**config.mk**
```make
export PLATFORM = sky130hd
export DESIGN_NAME = config_chain_driver
export DESIGN_NICKNAME = d
export VERILOG_FILES = /design/src/rtl/config_chain_driver.sv
export SDC_FILE = /design/constraint.sdc
export NUM_CORES = 1
export LEC_CHECK = 0
export ABC_AREA = 1
export BUFFER_PORTS_ARGS = -buffer_cell sky130_fd_sc_hd__buf_2
export CAP_MARGIN = 10
export CORE_AREA = 4 4 140 142
export CTS_CLUSTER_SIZE = 20
export DETAILED_ROUTE_END_ITERATION = 8
export DIE_AREA = 0 0 144 146
export PLACE_DENSITY = 0.72
export SETUP_SLACK_MARGIN = 0.5
export SLEW_MARGIN = 10
export SYNTH_ARGS = -nofsm -noshare
export SYNTH_HDL_FRONTEND = slang
export SYNTH_SLANG_ARGS = --single-unit
```
**constraint.sdc**
```tcl
create_clock -name clock -period 2.07 [get_ports clock]
set_input_delay 0.207 -clock clock [delete_from_list [all_inputs] [get_ports clock]]
set_output_delay 0.207 -clock clock [all_outputs]
set_load 0.005 [all_outputs]
```
**src/rtl/config_chain_driver.sv**
```systemverilog
// Source end of the 16-bit RAM configuration chain: buffers host words in a
// small FIFO and emits exactly total_words of them, one per cycle, per start.
module config_chain_driver #(
  parameter int LOG_DEPTH = 3
) (
  input  logic        clock,
  input  logic        reset,
  input  logic        start,
  input  logic [15:0] total_words,
  input  logic [15:0] host_data,
  input  logic        host_valid,
  output logic        host_ready,
  output logic [15:0] config_out,
  output logic        config_out_valid,
  output logic        busy,
  output logic        done,
  output logic [15:0] words_sent
);

  localparam int PTR_W = LOG_DEPTH;
  localparam int CNT_W = LOG_DEPTH + 1;
  localparam int DEPTH = 1 << LOG_DEPTH;

  localparam logic [CNT_W-1:0] CNT_FULL = CNT_W'(DEPTH);
  localparam logic [CNT_W-1:0] CNT_ONE  = CNT_W'(1);
  localparam logic [PTR_W-1:0] PTR_ONE  = PTR_W'(1);
  localparam logic [15:0]      WORD_ONE = 16'd1;

  localparam logic [1:0] ST_IDLE = 2'd0;
  localparam logic [1:0] ST_SEND = 2'd1;
  localparam logic [1:0] ST_DONE = 2'd2;

  logic [15:0]      mem_q [DEPTH];
  logic [PTR_W-1:0] rd_ptr_q, rd_ptr_d;
  logic [PTR_W-1:0] wr_ptr_q, wr_ptr_d;
  logic [CNT_W-1:0] count_q, count_d;
  logic [1:0]       state_q, state_d;
  logic [15:0]      remaining_q, remaining_d;
  logic [15:0]      words_sent_q, words_sent_d;
  logic [15:0]      config_out_q, config_out_d;
  logic             config_out_valid_q, config_out_valid_d;

  logic push;
  logic pop;
  logic start_accept;

  // Ready comes from the registered count only, so a same-cycle pop never
  // opens a slot to a full FIFO.
  assign host_ready   = (count_q != CNT_FULL);
  assign push         = host_valid & host_ready;
  assign pop          = (state_q == ST_SEND) && (count_q != '0);
  assign start_accept = start && (state_q != ST_SEND);

  // NOTE: every signal assigned here gets a default first, so no path can
  // leave it unassigned and infer a latch.
  always_comb begin
    rd_ptr_d           = rd_ptr_q;
    wr_ptr_d           = wr_ptr_q;
    count_d            = count_q;
    state_d            = state_q;
    remaining_d        = remaining_q;
    words_sent_d       = words_sent_q;
    config_out_d       = config_out_q;
    config_out_valid_d = 1'b0;

    if (push) begin
      wr_ptr_d = wr_ptr_q + PTR_ONE;
    end
    if (pop) begin
      rd_ptr_d           = rd_ptr_q + PTR_ONE;
      config_out_d       = mem_q[rd_ptr_q];
      config_out_valid_d = 1'b1;
    end

    unique case ({push, pop})
      2'b10:   count_d = count_q + CNT_ONE;
      2'b01:   count_d = count_q - CNT_ONE;
      default: count_d = count_q;
    endcase

    unique case (state_q)
      ST_SEND: begin
        if (pop) begin
          remaining_d  = remaining_q - WORD_ONE;
          words_sent_d = words_sent_q + WORD_ONE;
          if (remaining_q == WORD_ONE) begin
            state_d = ST_DONE;
          end
        end
      end
      default: begin
        // DONE re-arms exactly like IDLE; a zero count goes straight to DONE.
        if (start_accept) begin
          words_sent_d = '0;
          remaining_d  = total_words;
          state_d      = (total_words == '0) ? ST_DONE : ST_SEND;
        end
      end
    endcase
  end

  // NOTE: sequential state uses non-blocking assignments so every flop
  // samples the values from before the edge, independent of statement order.
  always_ff @(posedge clock) begin
    if (reset) begin
      rd_ptr_q           <= '0;
      wr_ptr_q           <= '0;
      count_q            <= '0;
      state_q            <= ST_IDLE;
      remaining_q        <= '0;
      words_sent_q       <= '0;
      config_out_q       <= '0;
      config_out_valid_q <= 1'b0;
    end else begin
      rd_ptr_q           <= rd_ptr_d;
      wr_ptr_q           <= wr_ptr_d;
      count_q            <= count_d;
      state_q            <= state_d;
      remaining_q        <= remaining_d;
      words_sent_q       <= words_sent_d;
      config_out_q       <= config_out_d;
      config_out_valid_q <= config_out_valid_d;
    end
  end

  // NOTE: the storage array is not reset; reset empties the FIFO through the
  // pointers and count, so stale entries can never be read.
  always_ff @(posedge clock) begin
    if (push) begin
      mem_q[wr_ptr_q] <= host_data;
    end
  end

  assign config_out       = config_out_q;
  assign config_out_valid = config_out_valid_q;
  assign busy             = (state_q == ST_SEND);
  assign done             = (state_q == ST_DONE);
  assign words_sent       = words_sent_q;

endmodule

```
==> results of run 1 <==
[power by group through the flow]
stage	registers (W)	clock network (W)	logic, W
after global routing	0.00443	0.00340	0.00204
after detailed placement	0.00448	0	0.00163
after floorplan	0.00445	0	0.00116
after CTS	0.00439	0.00324	0.00172
final	0.00440	0.00319	0.00182
after global placement	0.00448	0	0.00160
[worst max-delay path: stages (launching register included)]
cell and delay [ps]:
dfxtp_4 350, nor2_4 120, nand2_2 60, nand2_2 80, inv_4 50, ha_4 180, nand2_4 70, inv_2 40
nor2_4 120, ha_4 140, a21oi_2 30, xnor2_1 120, o21ai_1 130, inv_1 50
[path summary, 6_finish.rpt]
check	end	slack (ps)	cells after the start
setup / recovery	count_q[2]	420	13
hold / removal	mem_q[4][4]	40	1
setup reg to reg	count_q[2]	420	13
hold reg to reg	words_sent[0]	480	1
[metrics by stage]
stage / setup WS [ps] / instance area [sq um]
after floorplan: 298 / 8250
final: 416 / 9720
after global routing: 330 / 9720
after CTS: 458 / 9570
after detailed placement: 308 / 8870
after global placement: 331 / 8870
[area by class of cell]
cell class,count,area (sq um)
multi-input combinational,556,2820
tap,234,293
fill,1626,8730
timing repair buffer,98,707
clock inverter,15,151
sequential,189,5080
clock buffer,17,425
inverter,63,248
[cell usage in the layout, fill, tap and decap left out, types with 11 or more instances in the layout]
master and count:
o21ai_0 112, clkbuf_16 18, nand3_1 38, o211ai_1 32
nor2_4 14, dfxtp_1 53, nand2_1 116, a21oi_1 65
inv_1 55, edfxtp_1 128, buf_4 11, buf_2 71
nor2_1 129
[flip-flops by register name (all words and copies together), names as in the netlist]
name	flops
words_sent	16
mem_q	128
wr_ptr_q	3
remaining_q	16
config_out_valid	1
count_q	4
config_out	16
state_q	2
rd_ptr_q	3
[cells by family (layout without fill, tap and decap cells)]
logic type	Yosys count	count (layout)
AOI/OAI and AO/OA	225	225
xor gates and xnor gates	2	2
adders and majority gates	8	8
buffers and inverters	104	193
DFF	189	189
and+or+nand+nor	321	321
[layer usage]
layer | part of all wire | GRT usage | vias to the layer above
li1 | - | - | 3077
met1 | 0.43 | 0.245 | 2950
met2 | 0.49 | 0.273 | 217
met3 | 0.070 | 0.0463 | 15
met4 | 0.0095 | 0.0452 | 0
met5 | 0 | 0 | -
[what timing repair did]
| action | 4_1_cts | 5_1_grt |
|---|---|---|
| buffers inserted | 6 | 0 |
| pin swaps | 4 | 6 |
| gates resized for setup | 19 | 38 |
| cloned | 0 | 1 |
| endpoints found under the setup margin | 137 | 166 |
==> impl_results.md, run 1 <==
- Status: complete, no violations
- CTS buffer count: 17
- Synth warn: 0
- WL final: 18.5 mm
- EDFF count, synth: 128
- DR vias: 6259
- Crit path from: count_q[1]
- Largest net degree at the start of global routing: 67
- Adder-cell share of the synthesized area: 0.0123
- Async set-reset flop share out of synthesis: 0
- Die Y: 146 um
- Crit. End Element: flip-flop
- Total power: 0.00941 W
- Starting Density: 0.440
- Synthesized instance count: 849
- Std-Cell Rows: 50
- Routability congestion estimate: 0.892
- Final setup vio count: 0
- Post-Syn Area: 8120 sq um
- Largest cells by area after synthesis: edfxtp_1 (47%), dfxtp_1 (15%), o21ai_0 (7.0%), nor2_1 (6.8%), nand2_1 (5.7%)
- Setup TNS: 0 ps
- Final Util: 0.527
- Cell internal pwr: 0.00661 W
- Mean Syn Cell Area: 9.57 sq um
- Reg2Reg Launch Point: count_q[1]
- Sequential power share: 0.468
- Hold Startpoint: host_data[4]
- Share of cells above drive strength 1: 0.194
- Leading area contributor after synthesis: edfxtp_1
- TritonCTS clock tree: done
- Switching Fraction: 0.297
- Comb power frac: 0.193
- Post-synth top flop: edfxtp_1
- Vias in the first global route: 5695
- Initial antenna violation count: 0
- Max FO, Critical Path: 4
- Post-Route Skew: 7.85 ps
- Clk pwr share: 0.339
- Iter 0 DRT Violations: 528
- Simple-gate portion of the synthesized area: 0.159
- Fmax: 0.605 GHz
- CP Class: flip-flop to flip-flop
- Die span in x: 144 um
- Synth Area in Compound Gates: 0.151
- Final Hold Viols: 0
- Placed insts: 1133
- Global route overflow: 0
- LEAKAGE: 3.68 nW
- Max-cap violations: 0
- Data required time at the worst endpoint: 2400 ps
- Largest family of logic cells by synthesized area: simple AND/OR/NAND/NOR gates
- CTS clk-pin slew, worst paths: 70 ps
- Setup crit start kind: flip-flop
- Post-DR vias/cell: 5.34
- Worst EP arrival: 1980 ps
- Drc violations: 0
- Top-count cell post-synth: nor2_1
- Synthesized Nets: 893
- Psw: 0.00280 W
- Skew-Pair Late Insertion Delay: 440 ps
- # diodes: 0
- Final net count: 969
- Xor and xnor area share after synthesis: 0.00216
- Final cell count without fillers: 1172
- Drt first pass iters: 5
- Pins over their slew limit: 0
- I/O pin total: 72
- Core footprint: 18500 sq um
- Port bufs: 71
- Final hold slack: 40.7 ps
- Sequential area share after synthesis: 0.624
- H-tree levels: 4
- Mux contribution to synthesized area: 0
- Worst slew pin tran: 385 ps
- Gr usage total: 0.176
- Global-route wire length before repair: 29.1 mm
- HPWL Detailed: 11.5 mm
- Clock Tree Buf Depth: 2
- Clock tree root buffer cell: clkbuf_16
- Clock sinks: 189
- RSZ-0062 raised after global routing: true
- Period minus WS final: 1650 ps
- Avg WL per Cell: 15.8 um
- Netlist cell types: 32
- Syn-to-layout area delta: 19.7%
- Synth top area share: 0.473
- FF+latch count, synth: 189
- Worst Hold Class: input port to flip-flop
- ANT nets after route: 0
- Pwr/cell area: 968 nW/um^2
- Period utilization: 0.799
- Top post-synthesis cells by count: nor2_1 (148), edfxtp_1 (128), nand2_1 (123), o21ai_0 (114), a21oi_1 (67)
- Hold buffers post-CTS: 0
- Die area: 21000 sq um
- Peak VDD IR: 0.628 mV
- Rel. slew slack: 0.743
Power figures use the tool's default switching activity.
==> run 2, diff against run 1 <==
Settings changed: PLACE_DENSITY 0.72 to 0.69.
Clock period 2.07 ns to 1.6 ns, I/O delays scaled along.
==> run 2 against run 1 <==
The run now ends with negative setup slack left. Cell count up 5.4%. Power is 43% higher. Clock-buffer cell count rose by 2. Sequential power increased by 30%. Clock skew up 4.6 ps. Setup slack got worse by 530 ps. Global-route usage grew 1.3 points. Final area increased by 13%. Utilization increased by 6.9 points. Sequential share of layout area shrank 6.0 points. Critical path type unchanged. Critical endpoint unchanged. Largest power group unchanged.
==> impl_results.md, run 2 (synthesized netlist as in run 1, its figures left out) <==
- Global-route wire length before repair: 31.1 mm (+7.0%)
- Worst slew pin tran: 449 ps (+64.9 ps)
- Largest register by flop count: mem_q
- Most frequent cells in the layout: edfxtp_1 (128), nor2_1 (120), nand2_1 (109), o21ai_0 (76), buf_2 (70)
- Top delay family on crit path: simple AND/OR/NAND/NOR gates
- Port bufs: 71 (unchanged)
- Final net count: 1032 (+6.5%)
- Worst path bufs/invs: 2 (-1)
- Initial antenna violation count: 0 (unchanged)
- CTS buffer count: 17 (unchanged)
- Rel. slew slack: 0.697 (-0.0459)
- Routability congestion estimate: 0.871 (-2.3%)
- Status: complete, but fails checks
- Post-Route Skew: 12.4 ps (+4.57 ps)
- Setup TNS: -221 ps (-221 ps)
- Data required time at the worst endpoint: 1940 ps (-460 ps)
- CP Class: flip-flop to flip-flop
- Pwr/cell area: 1220 nW/um^2 (+26%)
- Reg2reg end: count_q[2]
- Commonest non-fill, non-tap cell in the layout: edfxtp_1
- Period utilization: 1.07 (+0.274)
- Placed insts: 1150 (+1.5%)
- Setup ws final: -117 ps (-533 ps)
- Global route overflow: 0 (unchanged)
- Share of cells above drive strength 1: 0.317 (+0.123)
- # diodes: 0 (unchanged)
- Die area: 21000 sq um (unchanged)
- Violated checks: negative setup slack
- LEAKAGE: 4.16 nW (+13%)
- Starting Density: 0.440 (unchanged)
- Avg WL per Cell: 18.7 um (+19%)
- Worst stage delay on the critical path: 340 ps (about the same)
- Worst-path cell chain: nor2_4 -> nand3_2 -> nand2_2 -> ha_4 -> nand2_2 -> inv_2 -> nor2_4 -> ha_4 -> a21oi_2 -> xnor2_1 -> o21ai_1 -> inv_1
- Drc violations: 0 (unchanged)
- Crit path from: count_q[0]
- Iter 0 DRT Violations: 541 (+2.5%)
- H-tree levels: 4 (unchanged)
- CP max stage cell: dfxtp_2
- Max-cap violations: 0 (unchanged)
- Hold Path Cell Cnt: 1 (unchanged)
- RSZ-0062 raised after global routing: true
- Final Hold Viols: 0 (unchanged)
- Finished Cell Area: 11000 sq um (+13%)
- Setup crit start kind: flip-flop
- Crit. End Element: flip-flop
- DR vias: 6900 (+10%)
- Gr usage total: 0.188 (+0.0128)
- Skew-Pair Late Insertion Delay: 450 ps (about the same)
- Clock sinks: 189 (unchanged)
- Syn-to-layout area delta: 35.4%
- Post-DP Area: 9190 sq um (+3.6%)
- Final setup vio count: 2 (+2)
- TritonCTS clock tree: done
- Worst setup endpoint: count_q[2]
- I/O pin total: 72 (unchanged)
- Worst reg2reg path depth: 12 (-1)
- Fmax: 0.582 GHz (-3.7%)
- R2R Setup Slk: -120 ps (-530 ps)
- Max reg flops: 128 (unchanged)
- WL final: 23.1 mm (+25%)
- Core footprint: 18500 sq um (unchanged)
- HPWL Detailed: 12.7 mm (+11%)
- Die span in x: 144 um (unchanged)
- Peak VDD IR: 0.821 mV (+31%)
- Worst EP arrival: 2050 ps (+70 ps)
- CTS clk-pin slew, worst paths: 80 ps (about the same)
- Max FO, Critical Path: 4 (unchanged)
- Std-Cell Rows: 50 (unchanged)
- Drt first pass iters: 5 (unchanged)
- Reg2Reg Launch Point: count_q[0]
- Pins over their slew limit: 0 (unchanged)
- Levels on crit path: 12 (-1)
- Post-DR vias/cell: 5.59 (+4.6%)
- Vias in the first global route: 6007 (+5.5%)
- ANT nets after route: 0 (unchanged)
- Largest net degree at the start of global routing: 67 (unchanged)
- Clock tree root buffer cell: clkbuf_16
- Period minus WS final: 1720 ps (+63.1 ps)
- Final cell count without fillers: 1235 (+5.4%)
- Worst Hold Class: input port to flip-flop
- Die Y: 146 um (unchanged)
- Clock Tree Buf Depth: 2 (unchanged)
## run 2: power breakdown
| part | internal [W] | switching [W] |
|---|---|---|
| logic | 0.00146 | 0.00207 |
| registers | 0.00550 | 0.000196 |
| clock network | 0.00222 | 0.00200 |
| total | 0.00918 | 0.00426 |
## run 2: timing repair
action                                 in CTS  in global routing
setup endpoints to repair                 203                206
endpoints found under the hold margin      12                  0
hold buffers                                6                  0
resized for setup                          41                151
cloned                                      2                 15
buffers inserted                            6                 24
pin swaps                                  14                 41
## run 2: final cells by class
class                      instances  area [sq um]
clock inverter                    13           150
tap                              234           293
clock buffer                      19           433
sequential                       189          5090
inverter                          63           268
multi-input combinational        557          3190
fill                            1455          7450
timing repair buffer             156          1530
timing repair inverter             4          47.5
## run 2: metal layers
metal / vias to the layer above / part of all wire / GRT usage
li1: 3223 / - / -
met1: 3294 / 0.40 / 0.270
met2: 337 / 0.49 / 0.291
met3: 46 / 0.086 / 0.0391
met4: 0 / 0.023 / 0.0532
met5: - / 0 / 0
## run 2: worst min-delay path by stage
stage                      end       startpoint  slack (ps)
2_1_floorplan      mem_q[0][0]     host_data[0]         260
3_3_place_gp    remaining_q[9]   total_words[9]         440
3_5_place_dp   remaining_q[11]  total_words[11]         450
4_1_cts        remaining_q[15]  total_words[15]           3
5_1_grt           mem_q[7][14]    host_data[14]           7
6_report          mem_q[7][14]    host_data[14]        0.05
## run 2: through the flow
stage / setup slack [ps] / power, W / util / hold WS, ps
2_1_floorplan: -172 / 0.00734 / - / 259
3_3_place_gp: -21.3 / 0.00811 / 0.498 / 438
3_5_place_dp: -59.1 / 0.00815 / 0.498 / 451
4_1_cts: -55.7 / 0.0125 / 0.546 / 2.85
5_1_grt: -199 / 0.0141 / 0.596 / 6.92
6_report: -117 / 0.0134 / 0.596 / 0.0496
